`src/rtl/fft_mem_pkg.sv`:
```
// Shared widths and the reader state encoding for the FFT sample memory path.
package fft_mem_pkg;

    localparam int DATA_W_DEF  = 64;
    localparam int WADDR_W_DEF = 11;
    localparam int BYTE_OFS_W  = 3;

    typedef enum logic [1:0] {
        ST_IDLE  = 2'd0,
        ST_ISSUE = 2'd1,
        ST_DRAIN = 2'd2
    } rd_state_e;

    // Byte address for a 64-bit word address; the low offset bits are always zero.
    function automatic logic [WADDR_W_DEF+BYTE_OFS_W-1:0] word_to_byte(
        input logic [WADDR_W_DEF-1:0] waddr
    );
        return {waddr, {BYTE_OFS_W{1'b0}}};
    endfunction

endpackage

```
`src/rtl/fft_stream_fifo.sv`:
```
// Small synchronous FIFO buffering read data ahead of the output stream.
module fft_stream_fifo #(
    parameter  int DATA_W = 64,
    parameter  int DEPTH  = 4,
    localparam int PTR_W  = $clog2(DEPTH),
    localparam int CNT_W  = PTR_W + 1
) (
    input  logic              clk,
    input  logic              reset,
    input  logic              wr_en,
    input  logic [DATA_W-1:0] wr_data,
    input  logic              rd_en,
    output logic [DATA_W-1:0] rd_data,
    output logic              rd_valid,
    output logic [CNT_W-1:0]  count
);

    logic [DATA_W-1:0] mem_q [DEPTH];
    logic [PTR_W-1:0]  wr_ptr_q, wr_ptr_d;
    logic [PTR_W-1:0]  rd_ptr_q, rd_ptr_d;
    logic [CNT_W-1:0]  count_q, count_d;
    logic              do_wr;
    logic              do_rd;

    assign do_wr = wr_en && (count_q != CNT_W'(DEPTH));
    assign do_rd = rd_en && (count_q != '0);

    always_comb begin
        wr_ptr_d = wr_ptr_q + PTR_W'(do_wr);
        rd_ptr_d = rd_ptr_q + PTR_W'(do_rd);
        count_d  = count_q;
        case ({do_wr, do_rd})
            2'b10:   count_d = count_q + CNT_W'(1);
            2'b01:   count_d = count_q - CNT_W'(1);
            default: count_d = count_q;
        endcase
    end

    always_ff @(posedge clk) begin
        if (reset) begin
            wr_ptr_q <= '0;
            rd_ptr_q <= '0;
            count_q  <= '0;
        end else begin
            wr_ptr_q <= wr_ptr_d;
            rd_ptr_q <= rd_ptr_d;
            count_q  <= count_d;
        end
    end

    // Storage needs no reset: count gates everything that reads it.
    always_ff @(posedge clk) begin
        if (do_wr) begin
            mem_q[wr_ptr_q] <= wr_data;
        end
    end

    assign rd_data  = mem_q[rd_ptr_q];
    assign rd_valid = (count_q != '0);
    assign count    = count_q;

endmodule

```
`src/rtl/fft_sample_reader.sv`:
```
// Reads a run of words over Avalon-MM and streams them out, with read credits
// bounded by the output FIFO so returning data always has somewhere to land.
//
// state    | meaning
// ST_IDLE  | waiting for a command, cmd_ready high
// ST_ISSUE | issuing reads while credits allow
// ST_DRAIN | all reads issued, delivering the remaining words
module fft_sample_reader
    import fft_mem_pkg::*;
#(
    parameter int DATA_W     = DATA_W_DEF,
    parameter int WADDR_W    = WADDR_W_DEF,
    parameter int FIFO_DEPTH = 4
) (
    input  logic                    clk,
    input  logic                    reset,
    input  logic                    cmd_valid,
    output logic                    cmd_ready,
    input  logic [WADDR_W-1:0]      cmd_base,
    input  logic [WADDR_W:0]        cmd_len,
    output logic [WADDR_W+2:0]      avm_address,
    output logic                    avm_read,
    output logic [DATA_W/8-1:0]     avm_byteenable,
    input  logic                    avm_waitrequest,
    input  logic                    avm_readdatavalid,
    input  logic [DATA_W-1:0]       avm_readdata,
    output logic [DATA_W-1:0]       src_data,
    output logic                    src_valid,
    input  logic                    src_ready,
    output logic                    src_last,
    output logic                    busy,
    output logic                    done
);

    localparam int CNT_W = $clog2(FIFO_DEPTH) + 1;
    localparam int LEN_W = WADDR_W + 1;

    rd_state_e          state_q, state_d;
    logic [WADDR_W-1:0] addr_q, addr_d;
    logic [LEN_W-1:0]   issue_left_q, issue_left_d;
    logic [LEN_W-1:0]   deliver_left_q, deliver_left_d;
    logic [CNT_W-1:0]   outst_q, outst_d;
    logic               done_q, done_d;

    logic [CNT_W-1:0]   fifo_count;
    logic               fifo_wr;
    logic               fifo_rd;
    logic               fifo_out_valid;
    logic [DATA_W-1:0]  fifo_out_data;
    logic [CNT_W:0]     credit_used;
    logic               credit_ok;
    logic               rd_issue;
    logic               last_word;

    // Credits cover both in-flight reads and words parked in the FIFO.
    assign credit_used = {1'b0, outst_q} + {1'b0, fifo_count};
    assign credit_ok   = credit_used < (CNT_W+1)'(FIFO_DEPTH);

    assign avm_read       = (state_q == ST_ISSUE) && credit_ok;
    assign rd_issue       = avm_read && !avm_waitrequest;
    assign avm_address    = {addr_q, {BYTE_OFS_W{1'b0}}};
    assign avm_byteenable = '1;

    assign fifo_wr   = avm_readdatavalid && (state_q != ST_IDLE);
    assign fifo_rd   = fifo_out_valid && src_ready;
    assign last_word = (deliver_left_q == LEN_W'(1));

    assign src_valid = fifo_out_valid;
    assign src_data  = fifo_out_data;
    assign src_last  = fifo_out_valid && last_word;
    assign cmd_ready = (state_q == ST_IDLE);
    assign busy      = (state_q != ST_IDLE);
    assign done      = done_q;

    fft_stream_fifo #(
        .DATA_W (DATA_W),
        .DEPTH  (FIFO_DEPTH)
    ) u_fifo (
        .clk      (clk),
        .reset    (reset),
        .wr_en    (fifo_wr),
        .wr_data  (avm_readdata),
        .rd_en    (fifo_rd),
        .rd_data  (fifo_out_data),
        .rd_valid (fifo_out_valid),
        .count    (fifo_count)
    );

    always_comb begin
        state_d        = state_q;
        addr_d         = addr_q;
        issue_left_d   = issue_left_q;
        deliver_left_d = deliver_left_q;
        outst_d        = outst_q + CNT_W'(rd_issue) - CNT_W'(fifo_wr);
        done_d         = 1'b0;

        case (state_q)
            ST_IDLE: begin
                if (cmd_valid) begin
                    if (cmd_len == '0) begin
                        done_d = 1'b1;
                    end else begin
                        addr_d         = cmd_base;
                        issue_left_d   = cmd_len;
                        deliver_left_d = cmd_len;
                        state_d        = ST_ISSUE;
                    end
                end
            end
            ST_ISSUE: begin
                if (rd_issue) begin
                    addr_d       = addr_q + WADDR_W'(1);
                    issue_left_d = issue_left_q - LEN_W'(1);
                    if (issue_left_q == LEN_W'(1)) begin
                        state_d = ST_DRAIN;
                    end
                end
            end
            ST_DRAIN: begin
                state_d = ST_DRAIN;
            end
            default: begin
                state_d = ST_IDLE;
            end
        endcase

        // Delivery accounting runs in both active states.
        if ((state_q != ST_IDLE) && fifo_rd) begin
            deliver_left_d = deliver_left_q - LEN_W'(1);
            if (last_word) begin
                state_d = ST_IDLE;
                done_d  = 1'b1;
            end
        end
    end

    always_ff @(posedge clk) begin
        if (reset) begin
            state_q        <= ST_IDLE;
            addr_q         <= '0;
            issue_left_q   <= '0;
            deliver_left_q <= '0;
            outst_q        <= '0;
            done_q         <= 1'b0;
        end else begin
            state_q        <= state_d;
            addr_q         <= addr_d;
            issue_left_q   <= issue_left_d;
            deliver_left_q <= deliver_left_d;
            outst_q        <= outst_d;
            done_q         <= done_d;
        end
    end

endmodule

```
`config.mk`:
```
export PLATFORM = sky130hd
export DESIGN_NAME = fft_sample_reader
export DESIGN_NICKNAME = d
export VERILOG_FILES = /design/src/rtl/fft_mem_pkg.sv /design/src/rtl/fft_stream_fifo.sv /design/src/rtl/fft_sample_reader.sv
export SDC_FILE = /design/constraint.sdc
export NUM_CORES = 1
export LEC_CHECK = 0
export ABC_AREA = 1
export BUFFER_PORTS_ARGS = -buffer_cell sky130_fd_sc_hd__buf_2
export CORE_MARGIN = 4
export CORE_UTILIZATION = 50
export CTS_CLUSTER_DIAMETER = 150
export DETAILED_ROUTE_END_ITERATION = 10
export MAX_ROUTING_LAYER = met4
export PLACE_DENSITY_LB_ADDON = 0.2
export SLEW_MARGIN = 20
export SYNTH_ARGS = -nofsm -noshare
export SYNTH_HDL_FRONTEND = slang
export SYNTH_SLANG_ARGS = --single-unit
```
`constraint.sdc`:
```
create_clock -name clk -period 7.4 [get_ports clk]
set_input_delay 0.74 -clock clk [delete_from_list [all_inputs] [get_ports clk]]
set_output_delay 0.74 -clock clk [all_outputs]
set_load 0.005 [all_outputs]
```
==> impl_metrics.csv <==
group,metric,value,unit
floorplanning,dieWidth,166.8,um
layout,fin_nets,1388,
sta,fin_crit,3558,ps
routing,wl_met2,13740,um
floorplanning,row_count,57,
min_path,hp-class,"in2reg",
setup_path,critPathArrivalTime,2820,ps
setup_path,worstPathRequired,6660,ps
global_routing,grt_pass1_wl,44750,um
clock_network,worst_skew_pair.late_latency,500,ps
global_routing,grt_max_degree,103,
sta,fin_setup_tns,0,ps
logic_synthesis,yosysWarnings,0,
logic_synthesis,synth_area_leader_cell,"edfxtp_1",
power_and_ir_drop,p_per_area,288.5,mW/mm2
logic_synthesis,yosysUniqueCellTypes,38,
logic_synthesis,synth_seq_area_share,0.6860,
floorplanning,core,0.02453,mm2
clock_network,clockBufferDepth,3,
global_routing,track_usage,0.2038,
clock_network,htreeDepth,2,
logic_synthesis,synth_area_per_cell,11.27,um2
sta,drv_slew,0,
logic_synthesis,synthCells,1119,
outcome,run_status,"complete, no violations",
routing,routed_wl,28040,um
setup_path,r2r_setup_slack,4610,ps
setup_path,cp-end-kind,"output pin",
placed_design,dp_hpwl,16810,um
clock_network,clk_pin_slew_worst_paths,60,ps
sta,finalCritPeriodShare,0.4809,
job,cap_violations,0,
clock_network,numCtsBuffers,34,
placed_design,dp.cells,1569,
logic_synthesis,synthArstFlopShare,0,
sta,finalSetupViolCount,0,
layout,num-fill-cells,2044,
routing,wl_met3,2022,um
floorplanning,die_h,166.8,um
sta,grt_setup_unrepaired,"false",
clock_network,cts_hold_buf,0,
sta,maxSlewHeadroom,0.2945,
floorplanning,dieArea,0.02782,mm2
routing,post_drt_wl_per_cell,17.21,um
layout,fin_util,0.6037,
sta,finalHoldViolations,0,
routing,firstDrtPassIters,5,
placed_design,port_buffers,173,
logic_synthesis,synth-edff-count,256,
placed_design,dp_slack,4361,ps
routing,ant_nets,0,
setup_path,setup.worst_path.start_class,"flop",
routing,avgViaCountPerCell,5.384,
clock_network,cts-root-buf,"clkbuf_16",
sta,fmax,0.2810,GHz
global_routing,grt_pass1_vias,8529,
clock_network,cts_tree,"yes",
routing,m1WireLength,11880,um
clock_network,cts.sinks,304,
logic_synthesis,synth-seq-cells,304,
logic_synthesis,yosysTopAreaCellShare,0.6098,
power_and_ir_drop,vdd_drop_max,0.0001954,V
layout,instances_no_fill,1629,
routing,first_iter_violations,621,
logic_synthesis,synthTopCellsByArea,"edfxtp_1 61%, dfxtp_1 7.6%, nor2_1 6.0%",
global_routing,grt_overflow,0,
layout,drive_above_1_share,0.2017,
floorplanning,initial_core_util,0.5139,
clock_network,cts_resized,0,
placed_design,gp_congestion,0.8951,
logic_synthesis,synth_flop_cell,"edfxtp_1",
clock_network,cts_setup_buffers,0,
setup_path,cp_max_fo,102,
logic_synthesis,syn_area,0.01261,mm2
routing,vias,8770,
routing,top_layer_used,"met4",
setup_path,worstSetupPathType,"reg2out",
power_and_ir_drop,p_leak,5.551,nW
sta,hold_slack,446.0,ps
floorplanning,ios,185,
sta,skew,7.538,ps
routing,drc,0,
layout,areaGrowthSynthToFinish,17.49,%
sta,layout_setup_ws,3842,ps
global_routing,antenna_found_initial,1,
sta,worst_slew_pin_slew,1049,ps
## path summary, 6_finish.rpt
| kind | cells after the start | endpoint | start |
|---|---|---|---|
| min | 1 | u_fifo.mem_q[3][53] | avm_readdata[53] |
| min reg2reg | 1 | outst_q[2] | outst_q[2] |
| max reg2reg | 13 | outst_q[2] | state_q[0] |
| max | 5 | src_data[24] | u_fifo.rd_ptr_q[0] |
## sequential cells by signal, summed over array words and instances (netlist names)
signal,flops
state_q,2
issue_left_q,12
addr_q,11
done,1
u_fifo.rd_ptr_q,2
u_fifo.mem_q,256
u_fifo.count,3
deliver_left_q,12
outst_q,3
u_fifo.wr_ptr_q,2
## area by class of cell
| type | instances | area [um2] | share of cell area |
|---|---|---|---|
| inverters | 60 | 229.0 | 0.01546 |
| repair buffers | 185 | 955.9 | 0.06454 |
| clock inverters | 17 | 207.7 | 0.01402 |
| clock buffers | 42 | 912.1 | 0.06158 |
| well taps | 324 | 405.4 | 0.02737 |
| diodes | 1 | 2.502 | 0.0001689 |
| flip-flops and latches | 304 | 8653 | 0.5842 |
| multi-input cells | 696 | 3446 | 0.2326 |
## per-stage QoR
step	total power, mW	instance area (um2)
2_1_floorplan	2.402	12640
3_3_place_gp	2.637	13690
3_5_place_dp	2.649	13690
4_1_cts	4.315	14810
5_1_grt	4.482	14810
6_report	4.273	14810
## where the power goes
part	total (mW)	internal (mW)	switching, mW	leakage [nW]
logic	0.637	0.234	0.403	2.30
clock network	1.67	1.02	0.647	0.544
registers	1.97	1.91	0.0579	2.71
total	4.27	3.16	1.11	5.55
## cell families (layout without fill, tap and decap cells)
kind of cell / Yosys count / after routing / synth area share
AOI/OAI and AO/OA: 273 / 273 / 0.1161
buffers and inverters: 128 / 304 / 0.04496
other: 2 / 12 / 0.0005957
adders and majority gates: 14 / 14 / 0.01509
xor gates and xnor gates: 8 / 8 / 0.005557
and+or+nand+nor: 389 / 389 / 0.1309
DFF: 304 / 304 / 0.6860
muxes: 1 / 1 / 0.0007940
## worst max-delay path, cell delays in order (launching register included)
cell	delay (ps)
dfxtp_4	670
clkinv_2	440
buf_4	520
o21ai_0	350
o22ai_1	110
buf_2	140
## synthesized netlist by cell type (2+ instances only)
master / n
nand2_4: 2
buf_2: 10
o211ai_1: 3
o22ai_1: 66
inv_2: 4
ha_1: 12
nand2_2: 2
dfxtp_1: 48
buf_6: 4
fa_1: 2
xnor2_1: 4
a31oi_1: 2
nand2_1: 106
nand3_1: 48
conb_1: 2
or2_2: 6
nand4_1: 5
inv_1: 55
buf_4: 11
nor2_2: 2
o21ai_0: 150
nor3_1: 8
nor2_1: 202
o21ai_1: 9
clkbuf_1: 43
nor2_4: 3
a21oi_1: 41
edfxtp_1: 256
xor2_1: 4
## metal layers
layer | vias to the layer above | GRT usage
met4 | 0 | 0.04269
met3 | 39 | 0.04740
li1 | 4275 | -
met1 | 4204 | 0.2561
met2 | 252 | 0.3425
met5 | - | -
## layout by cell type, fill, tap and decap left out, types with 4 or more instances in the layout
| cell | instances |
|---|---|
| a21oi_1 | 41 |
| buf_2 | 173 |
| buf_4 | 12 |
| bufinv_16 | 4 |
| clkbuf_1 | 6 |
| clkbuf_16 | 35 |
| clkinv_1 | 5 |
| clkinv_2 | 5 |
| conb_1 | 11 |
| dfxtp_1 | 46 |
| edfxtp_1 | 256 |
| ha_1 | 12 |
| inv_1 | 54 |
| inv_2 | 4 |
| nand2_1 | 106 |
| nand3_1 | 48 |
| nand4_1 | 5 |
| nor2_1 | 202 |
| nor3_1 | 4 |
| nor3_2 | 4 |
| o21ai_0 | 150 |
| o21ai_1 | 9 |
| o22ai_1 | 66 |
| or2_2 | 6 |
| xnor2_1 | 4 |
| xor2_1 | 4 |
Power figures use the tool's default switching activity.
